`src/rtl/motor_cmd_queue_if.sv`:
```
`timescale 1ns/1ps
`default_nettype none
// ---------------------------------------------------------------------------
// motor_cmd_queue_if -- write channel from the UART packet decoder. rev 1.0
// ---------------------------------------------------------------------------
interface motor_cmd_queue_if #(
  parameter int DIV_W   = 15,
  parameter int STEPS_W = 15
);
  logic               wr_en;
  logic [DIV_W-1:0]   wr_divider;
  logic [STEPS_W-1:0] wr_steps;
  logic               wr_dir;

  modport master (output wr_en, wr_divider, wr_steps, wr_dir);
  modport slave  (input  wr_en, wr_divider, wr_steps, wr_dir);
endinterface
`default_nettype wire

```
`src/rtl/motor_cmd_queue.sv`:
```
`timescale 1ns/1ps
`default_nettype none
// ---------------------------------------------------------------------------
// motor_cmd_queue -- per-axis move FIFO feeding motorCtrlSimple_v2. rev 1.0
// Optional overflow flag (ovf/ovf_clr) under `define MOTOR_CMD_QUEUE_OVF_EN.
// ---------------------------------------------------------------------------
module motor_cmd_queue #(
  parameter int DEPTH   = 8,
  parameter int DIV_W   = 15,
  parameter int STEPS_W = 15
) (
  input  wire                    CLK,
  input  wire                    rst_n,
  input  wire                    flush,
`ifdef MOTOR_CMD_QUEUE_OVF_EN
  input  wire                    ovf_clr,
  output logic                   ovf,
`endif
  motor_cmd_queue_if.slave       wr,
  input  wire                    motor_active,
  output logic [DIV_W-1:0]       divider,
  output logic [STEPS_W-1:0]     stepsToGo,
  output logic                   dirOut,
  output logic                   pending,
  output logic [$clog2(DEPTH):0] level,
  output logic                   full,
  output logic                   empty
);

  localparam int PTR_W   = $clog2(DEPTH);
  localparam int LVL_W   = PTR_W + 1;
  localparam int ENTRY_W = DIV_W + STEPS_W + 1;

  typedef enum logic [0:0] {
    S_IDLE  = 1'b0,
    S_ARMED = 1'b1
  } state_t;

  logic [ENTRY_W-1:0] mem [DEPTH];
  logic [PTR_W-1:0]   wptr;
  logic [PTR_W-1:0]   rptr;
  logic               act_r;
  state_t             state;

  logic               start;
  logic               push;
  logic               load;
  logic [ENTRY_W-1:0] head;

  // full comes from the registered level, so a slot freed by this cycle's
  // load is not usable by a write in the same cycle.
  assign full  = (level == LVL_W'(DEPTH));
  assign empty = (level == '0) & ~pending;
  assign start = motor_active & ~act_r;
  assign push  = wr.wr_en & ~full & ~flush;
  assign load  = (state == S_IDLE) & (level != '0) & ~flush;
  assign head  = mem[rptr];

  always_ff @(posedge CLK) begin
    if (push) begin
      mem[wptr] <= {wr.wr_dir, wr.wr_steps, wr.wr_divider};
    end
  end

  always_ff @(posedge CLK or negedge rst_n) begin
    if (!rst_n) begin
      wptr      <= '0;
      rptr      <= '0;
      level     <= '0;
      act_r     <= 1'b0;
      state     <= S_IDLE;
      pending   <= 1'b0;
      divider   <= '0;
      stepsToGo <= '0;
      dirOut    <= 1'b0;
    end else begin
      act_r <= motor_active;
      if (flush) begin
        // divider/dirOut keep their value; a running move is left alone
        wptr      <= '0;
        rptr      <= '0;
        level     <= '0;
        state     <= S_IDLE;
        pending   <= 1'b0;
        stepsToGo <= '0;
      end else begin
        if (push) begin
          wptr <= wptr + PTR_W'(1);
        end
        case ({push, load})
          2'b10:   level <= level + LVL_W'(1);
          2'b01:   level <= level - LVL_W'(1);
          default: level <= level;
        endcase
        case (state)
          S_IDLE: begin
            if (load) begin
              {dirOut, stepsToGo, divider} <= head;
              rptr    <= rptr + PTR_W'(1);
              pending <= 1'b1;
              state   <= S_ARMED;
            end
          end
          S_ARMED: begin
            if (start) begin
              pending   <= 1'b0;
              stepsToGo <= '0;
              state     <= S_IDLE;
            end else if (stepsToGo == '0) begin
              // a zero-step move never raises activeMode; retire it here
              pending <= 1'b0;
              state   <= S_IDLE;
            end
          end
          default: begin
            pending <= 1'b0;
            state   <= S_IDLE;
          end
        endcase
      end
    end
  end

`ifdef MOTOR_CMD_QUEUE_OVF_EN
  always_ff @(posedge CLK or negedge rst_n) begin
    if (!rst_n) begin
      ovf <= 1'b0;
    end else if (flush) begin
      ovf <= 1'b0;
    end else if (wr.wr_en & full) begin
      ovf <= 1'b1;
    end else if (ovf_clr) begin
      ovf <= 1'b0;
    end
  end
`endif

endmodule
`default_nettype wire

```
`src/flat_wrapper.sv`:
```
// flat-port wrapper written by rule: the top's interface ports become plain ports
module motor_cmd_queue_flat 
#(
  parameter int DEPTH   = 8,
  parameter int DIV_W   = 15,
  parameter int STEPS_W = 15
)
  (CLK, rst_n, flush, motor_active, divider, stepsToGo, dirOut, pending, level, full, empty, wr_wr_en, wr_wr_divider, wr_wr_steps, wr_wr_dir);
  motor_cmd_queue_if #(.DIV_W(DIV_W), .STEPS_W(STEPS_W)) wr_i ();
  input  wire CLK;
  input  wire rst_n;
  input  wire flush;
  input  wire motor_active;
  output logic [DIV_W-1:0] divider;
  output logic [STEPS_W-1:0] stepsToGo;
  output logic dirOut;
  output logic pending;
  output logic [$clog2(DEPTH):0] level;
  output logic full;
  output logic empty;
  input wire logic [$bits(wr_i.wr_en)-1:0] wr_wr_en;
  input wire logic [$bits(wr_i.wr_divider)-1:0] wr_wr_divider;
  input wire logic [$bits(wr_i.wr_steps)-1:0] wr_wr_steps;
  input wire logic [$bits(wr_i.wr_dir)-1:0] wr_wr_dir;
  assign wr_i.wr_en = wr_wr_en;
  assign wr_i.wr_divider = wr_wr_divider;
  assign wr_i.wr_steps = wr_wr_steps;
  assign wr_i.wr_dir = wr_wr_dir;
  motor_cmd_queue #(.DEPTH(DEPTH), .DIV_W(DIV_W), .STEPS_W(STEPS_W)) u_core (.CLK(CLK), .rst_n(rst_n), .flush(flush), .wr(wr_i), .motor_active(motor_active), .divider(divider), .stepsToGo(stepsToGo), .dirOut(dirOut), .pending(pending), .level(level), .full(full), .empty(empty));
endmodule
```
`config.mk`:
```
export PLATFORM = sky130hd
export DESIGN_NAME = motor_cmd_queue_flat
export DESIGN_NICKNAME = d
export VERILOG_FILES = /design/src/rtl/motor_cmd_queue_if.sv /design/src/rtl/motor_cmd_queue.sv /design/src/flat_wrapper.sv
export SDC_FILE = /design/constraint.sdc
export NUM_CORES = 1
export LEC_CHECK = 0
export CAP_MARGIN = 40
export CORE_UTILIZATION = 40
export CTS_CLUSTER_DIAMETER = 80
export DETAILED_ROUTE_END_ITERATION = 10
export DONT_BUFFER_PORTS = 1
export MAX_ROUTING_LAYER = met4
export PLACE_DENSITY_LB_ADDON = 0.12
export SETUP_SLACK_MARGIN = 0.1
export SLEW_MARGIN = 20
export SYNTH_ARGS = -nofsm -noshare
export SYNTH_HDL_FRONTEND = slang
export SYNTH_SLANG_ARGS = --single-unit
```
`constraint.sdc`:
```
create_clock -name CLK -period 5.2 [get_ports CLK]
set_clock_uncertainty 0.15 [all_clocks]
set_input_delay 1.3 -clock CLK [delete_from_list [all_inputs] [get_ports CLK]]
set_output_delay 1.3 -clock CLK [all_outputs]
set_load 0.01 [all_outputs]
```
### Word-level counts from Yosys, hierarchy flattened

Memories as Yosys holds them, arrays and structs flattened.
Cells that the tools add are included.

| word-level totals | value |
|---|---|
| memories kept | 1 |
| RAM bits | 248 |
| input port bits | 36 |
| output and inout bits | 38 |
| bits in registers | 44 |
| logic and storage cells | 65 |

| cells by class | value |
|---|---|
| add/sub/neg operators | 4 |
| equality and inequality tests | 7 |
| reduce and logical (&&, ||, !) cells | 10 |
| multiplexer cells | 23 |
| bitwise gates (word level) | 11 |

Memory list:

| memory | depth | width | rd ports | clocked after memory_dff | write ports | RTL line | RTL |
|---|---|---|---|---|---|---|---|
| u_core.mem | 8 | 31 | 1 | 0 | 1 | motor_cmd_queue.sv:39 | `logic [ENTRY_W-1:0] mem [DEPTH];` |

Operator list:

| cell | count |
|---|---|
| $mux W15 | 3 |
| $pmux W15 S2 | 1 |
| $logic_not A15 Y1 | 1 |
| $mux W3 | 5 |
| $mux W1 | 10 |
| $pmux W4 S2 | 1 |
| $add A3 B1 Y3 const B | 2 |
| $and A1 B1 Y1 | 6 |
| $reduce_and A2 Y1 | 3 |
| $not A1 Y1 | 5 |
| $add A4 B1 Y4 const B | 1 |
| $eq A4 B4 Y1 const B | 1 |
| $logic_not A4 Y1 | 1 |
| $mux W4 | 1 |
| $ne A4 B4 Y1 const B | 1 |
| $pmux W1 S2 | 2 |
| $reduce_bool A2 Y1 | 2 |
| $reduce_bool A4 Y1 | 1 |
| $sub A4 B1 Y4 const B | 1 |
| $ne A3 B2 Y1 const B | 1 |
| $ne A3 B3 Y1 const B | 1 |
| $reduce_and A3 Y1 | 1 |
| $reduce_bool A3 Y1 | 1 |
| $eq A2 B1 Y1 const B | 1 |
| other kinds (2) | 2 |

### Longest topological paths before layout

| logic depth | value |
|---|---|
| depth in word-level cells | 7 |
| mapped depth | 10 |
| mapped depth without buffers | 9 |

### Least setup slack after synthesis

OpenSTA, ideal clock, no wires.

| path | value |
|---|---|
| path type | input to register |
| from | input port wr_wr_en |
| to | memory u_core.mem[0][0] in the netlist's numbering (enable) |
| arrival time | 4050 ps |
| stages | 4 |
| data required time | 4592 ps |
| path buffers | 0 |
| path slack | 543 ps |
| library setup time | 458 ps |
| path through | inv_1 > a21o_1 > or3_1 > nor3_1 |

| on the way | value |
|---|---|
| cells in the longest elaborated chain, start to end | 4 |

RTL lines:

| item | RTL line | RTL |
|---|---|---|
| start: declaration | flat_wrapper.sv:21 | `input wire logic [$bits(wr_i.wr_en)-1:0] wr_wr_en;` |
| $and A1 B1 Y1 (2 in series) | motor_cmd_queue.sv:55 | `assign push = wr.wr_en & ~full & ~flush;` |
| $mux W1 | motor_cmd_queue.sv:60 | `if (push) begin` |
| $mux W1 (not written as such) | motor_cmd_queue.sv:61 | `mem[wptr] <= {wr.wr_dir, wr.wr_steps, wr.wr_divider};` |
| end: declaration | motor_cmd_queue.sv:39 |  |

No other way between the ends.

### Final worst setup path

| path | value |
|---|---|
| from | register u_core.level[1] |
| to | output port empty |

| on the way | value |
|---|---|
| cells in the longest elaborated chain, start to end | 2 |

RTL lines:

| item | RTL line | RTL |
|---|---|---|
| start: declaration | motor_cmd_queue.sv:25 | `output logic [$clog2(DEPTH):0] level,` |
| start signal: assignment | motor_cmd_queue.sv:91 | `2'b10: level <= level + LVL_W'(1);` |
| start signal: assignment | motor_cmd_queue.sv:92 | `2'b01: level <= level - LVL_W'(1);` |
| start signal: assignment | motor_cmd_queue.sv:93 | `default: level <= level;` |
| $logic_not A4 Y1 | motor_cmd_queue.sv:53 | `assign empty = (level == '0) & ~pending;` |
| $and A1 B1 Y1 | motor_cmd_queue.sv:53 |  |
| end: declaration | flat_wrapper.sv:20 | `output logic empty;` |

No other way between the ends.

==> results.toml <==
[status]
status = "finished, final reports clean"

[synth]
syn_area_um2 = 11170
synth_most_common_cell = "edfxtp_1"
syn_nets = 597
synth_edf_count = 248
yosysTopAreaCell = "edfxtp_1"
seq_area_frac_synth = 0.7652
netlist_instances = 557
async_flop_share = 0.1507
synth_fa_ha_area_frac = 0.004480
synth_top_family_by_area = "multiplexers"
synth_compound_area_frac = 0.02408
synth_top_area_frac = 0.6667
synth_top_cells_by_area = "edfxtp_1 (67%), mux4_2 (13%), dfrtp_1 (9.9%)"
synth.distinct_cells = 39
synth_common_cells = "edfxtp_1 (248), mux4_2 (62), dfrtp_1 (44)"
syn_avg_cell_area_um2 = 20.06
yosys.area_share.xor_xnor = 0.005488
yosys.area_share.simple = 0.03304
synth-main-ff-cell = "edfxtp_1"
ys_seq_elements = 292
synthMuxAreaShare = 0.1556
yosys_warnings = 0

[finish]
final_layout_size_suffix_gt1_frac = 0.2500
synthToLayoutAreaGrowth_pct = 15.64
insertedDiodeCount = 0
n_fill_cell = 2280
fin_util = 0.4753
nNetsFinal = 620

[clock_network]
clk_pin_slew_worst_paths_ps = 60
numCtsBuffers = 30
ctsResizeCount = 0
clock_sinks = 292
htreeDepth = 1
post_cts_buffers = 0
postCtsHoldBufs = 0
cts-root-buf = "clkbuf_16"
cts_tree = "done"
clk_latency_ps = 560
clockBufferDepth = 3

[timing]
slew_violations = 0
whs_ps = 280.2
period_needed_ps = 3361
worst_pin_slew_ps = 725.3
timing.setup.tns_ps = 0
rsz0062_at_grt = "no"
max_slew_margin = 0.5153
fmax_mhz = 297.5
final.period_utilization = 0.6464
finalHoldViolations = 0
setup_viol = 0

[grt]
grt_pass1_vias = 5537
grt_max_degree = 49
grt_first_pass_wirelength_um = 35000
grt_use_total = 0.1711
overflow = 0
antenna_found_initial = 0

[place]
dp_hpwl_um = 13940
place.gp.congestion = 0.7654
numPortBuffers = 0

[setup_path]
setup.worst_path.end_class = "primary output"
worstPathRequired_ps = 3750
cp-start-kind = "flop"
ff2ff_path_depth = 5
critical_path_class = "reg2out"
cp_max_fo = 10
arrival_ps = 1910

[routing]
drtPass1Iterations = 4
ant_nets = 0
vias = 5156
drt-initial-drc-count = 373
via_per_inst = 5.283
wl_per_cell_um = 23.38
totalWireLength_um = 22820
drcViolationCount = 0

[power]
ir_worst_vdd_v = 0.0002439
p_per_area_nw_per_um2 = 496.8
leakage_nw = 4.185

[floorplan]
rows = 60
initial_core_util = 0.4110
die_y_um = 169.1
coreArea_um2 = 27180
fp.dieArea_um2 = 28600
die_x_um = 169.1
ios = 74

[worst_hold_path]
hold_path.class = "in2async"

[flow_run]
cap_violations = 0
## cells in the final DEF, fill, tap and decap left out, types with 6 or more instances in the layout
cell type | synthesis | final
buf_16 | 0 | 6
edfxtp_1 | 248 | 248
dfrtp_1 | 44 | 41
clkinv_2 | 0 | 8
bufinv_16 | 0 | 6
nand2_1 | 42 | 42
mux2i_1 | 33 | 33
nor2_4 | 0 | 6
buf_4 | 3 | 10
clkbuf_16 | 0 | 30
mux4_2 | 62 | 62
o21ai_0 | 28 | 28
nor2_1 | 21 | 15
## final timing paths
path	startpoint	slack, ps	to
worst min register to register	u_core.divider[7]	400	u_core.divider[7]
worst max-delay path	u_core.level[1]	1840	empty
worst min-delay path	rst_n	280	u_core.stepsToGo[8]
worst max register to register	u_core.level[0]	2220	u_core.mem[2][6]
max in group asynchronous	rst_n	4500	u_core.rptr[0]
min in group CLK	u_core.divider[7]	400	u_core.divider[7]
## metal layers
metal  GRT usage  wire (um)
met3     0.04653       1675
met4     0.03995        481
met1      0.2145       9346
met5           -          0
met2      0.2781      11310
## sequential cells by signal (all words and copies together) (netlist names)
| signal | cells |
|---|---|
| u_core.wptr | 3 |
| u_core.stepsToGo | 15 |
| u_core.divider | 15 |
| u_core.rptr | 3 |
| u_core.act_r | 1 |
| u_core.pending | 1 |
| u_core.mem | 248 |
| u_core.level | 4 |
| u_core.state | 1 |
| u_core.dirOut | 1 |
## report_power, final
part           internal (W)  switching (W)  total, W
clock               0.00141       0.000874   0.00229
sequential          0.00274       0.000289   0.00303
combinational      0.000529       0.000570   0.00110
total               0.00468        0.00173   0.00642
## layout make-up
class	count	area [um2]	share of cell area
Sequential cell	292	8554	0.6622
Clock inverter	18	255.2	0.01976
Tap cell	372	465.4	0.03603
Multi-Input combinational cell	237	2542	0.1968
Inverter	1	3.754	0.0002906
Clock buffer	38	820.8	0.06354
Timing Repair Buffer	18	275.3	0.02131
## cell families after synthesis
logic type / after synthesis
and+or+nand+nor: 83
buffers and inverters: 28
muxes: 96
xor gates and xnor gates: 7
AOI/OAI and AO/OA: 47
adders and majority gates: 4
DFF: 292
## stage by stage
stage	cell area [um2]	total power (W)	worst slack, ps	cells
after detailed placement	11810	0.004219	1607	919
after CTS	12890	0.006519	1818	975
final	12920	0.006418	1839	976
after global routing	12920	0.006712	1778	976
after global placement	11640	0.004151	1703	912
after floorplan	11170	0.003851	542.5	557
## critical path, cell delays in order, from the launching register on
cell     delay [ps]
dfrtp_1         530
or4_4           630
nor2_1          210
No activity file was read; power rests on OpenSTA's default activity.
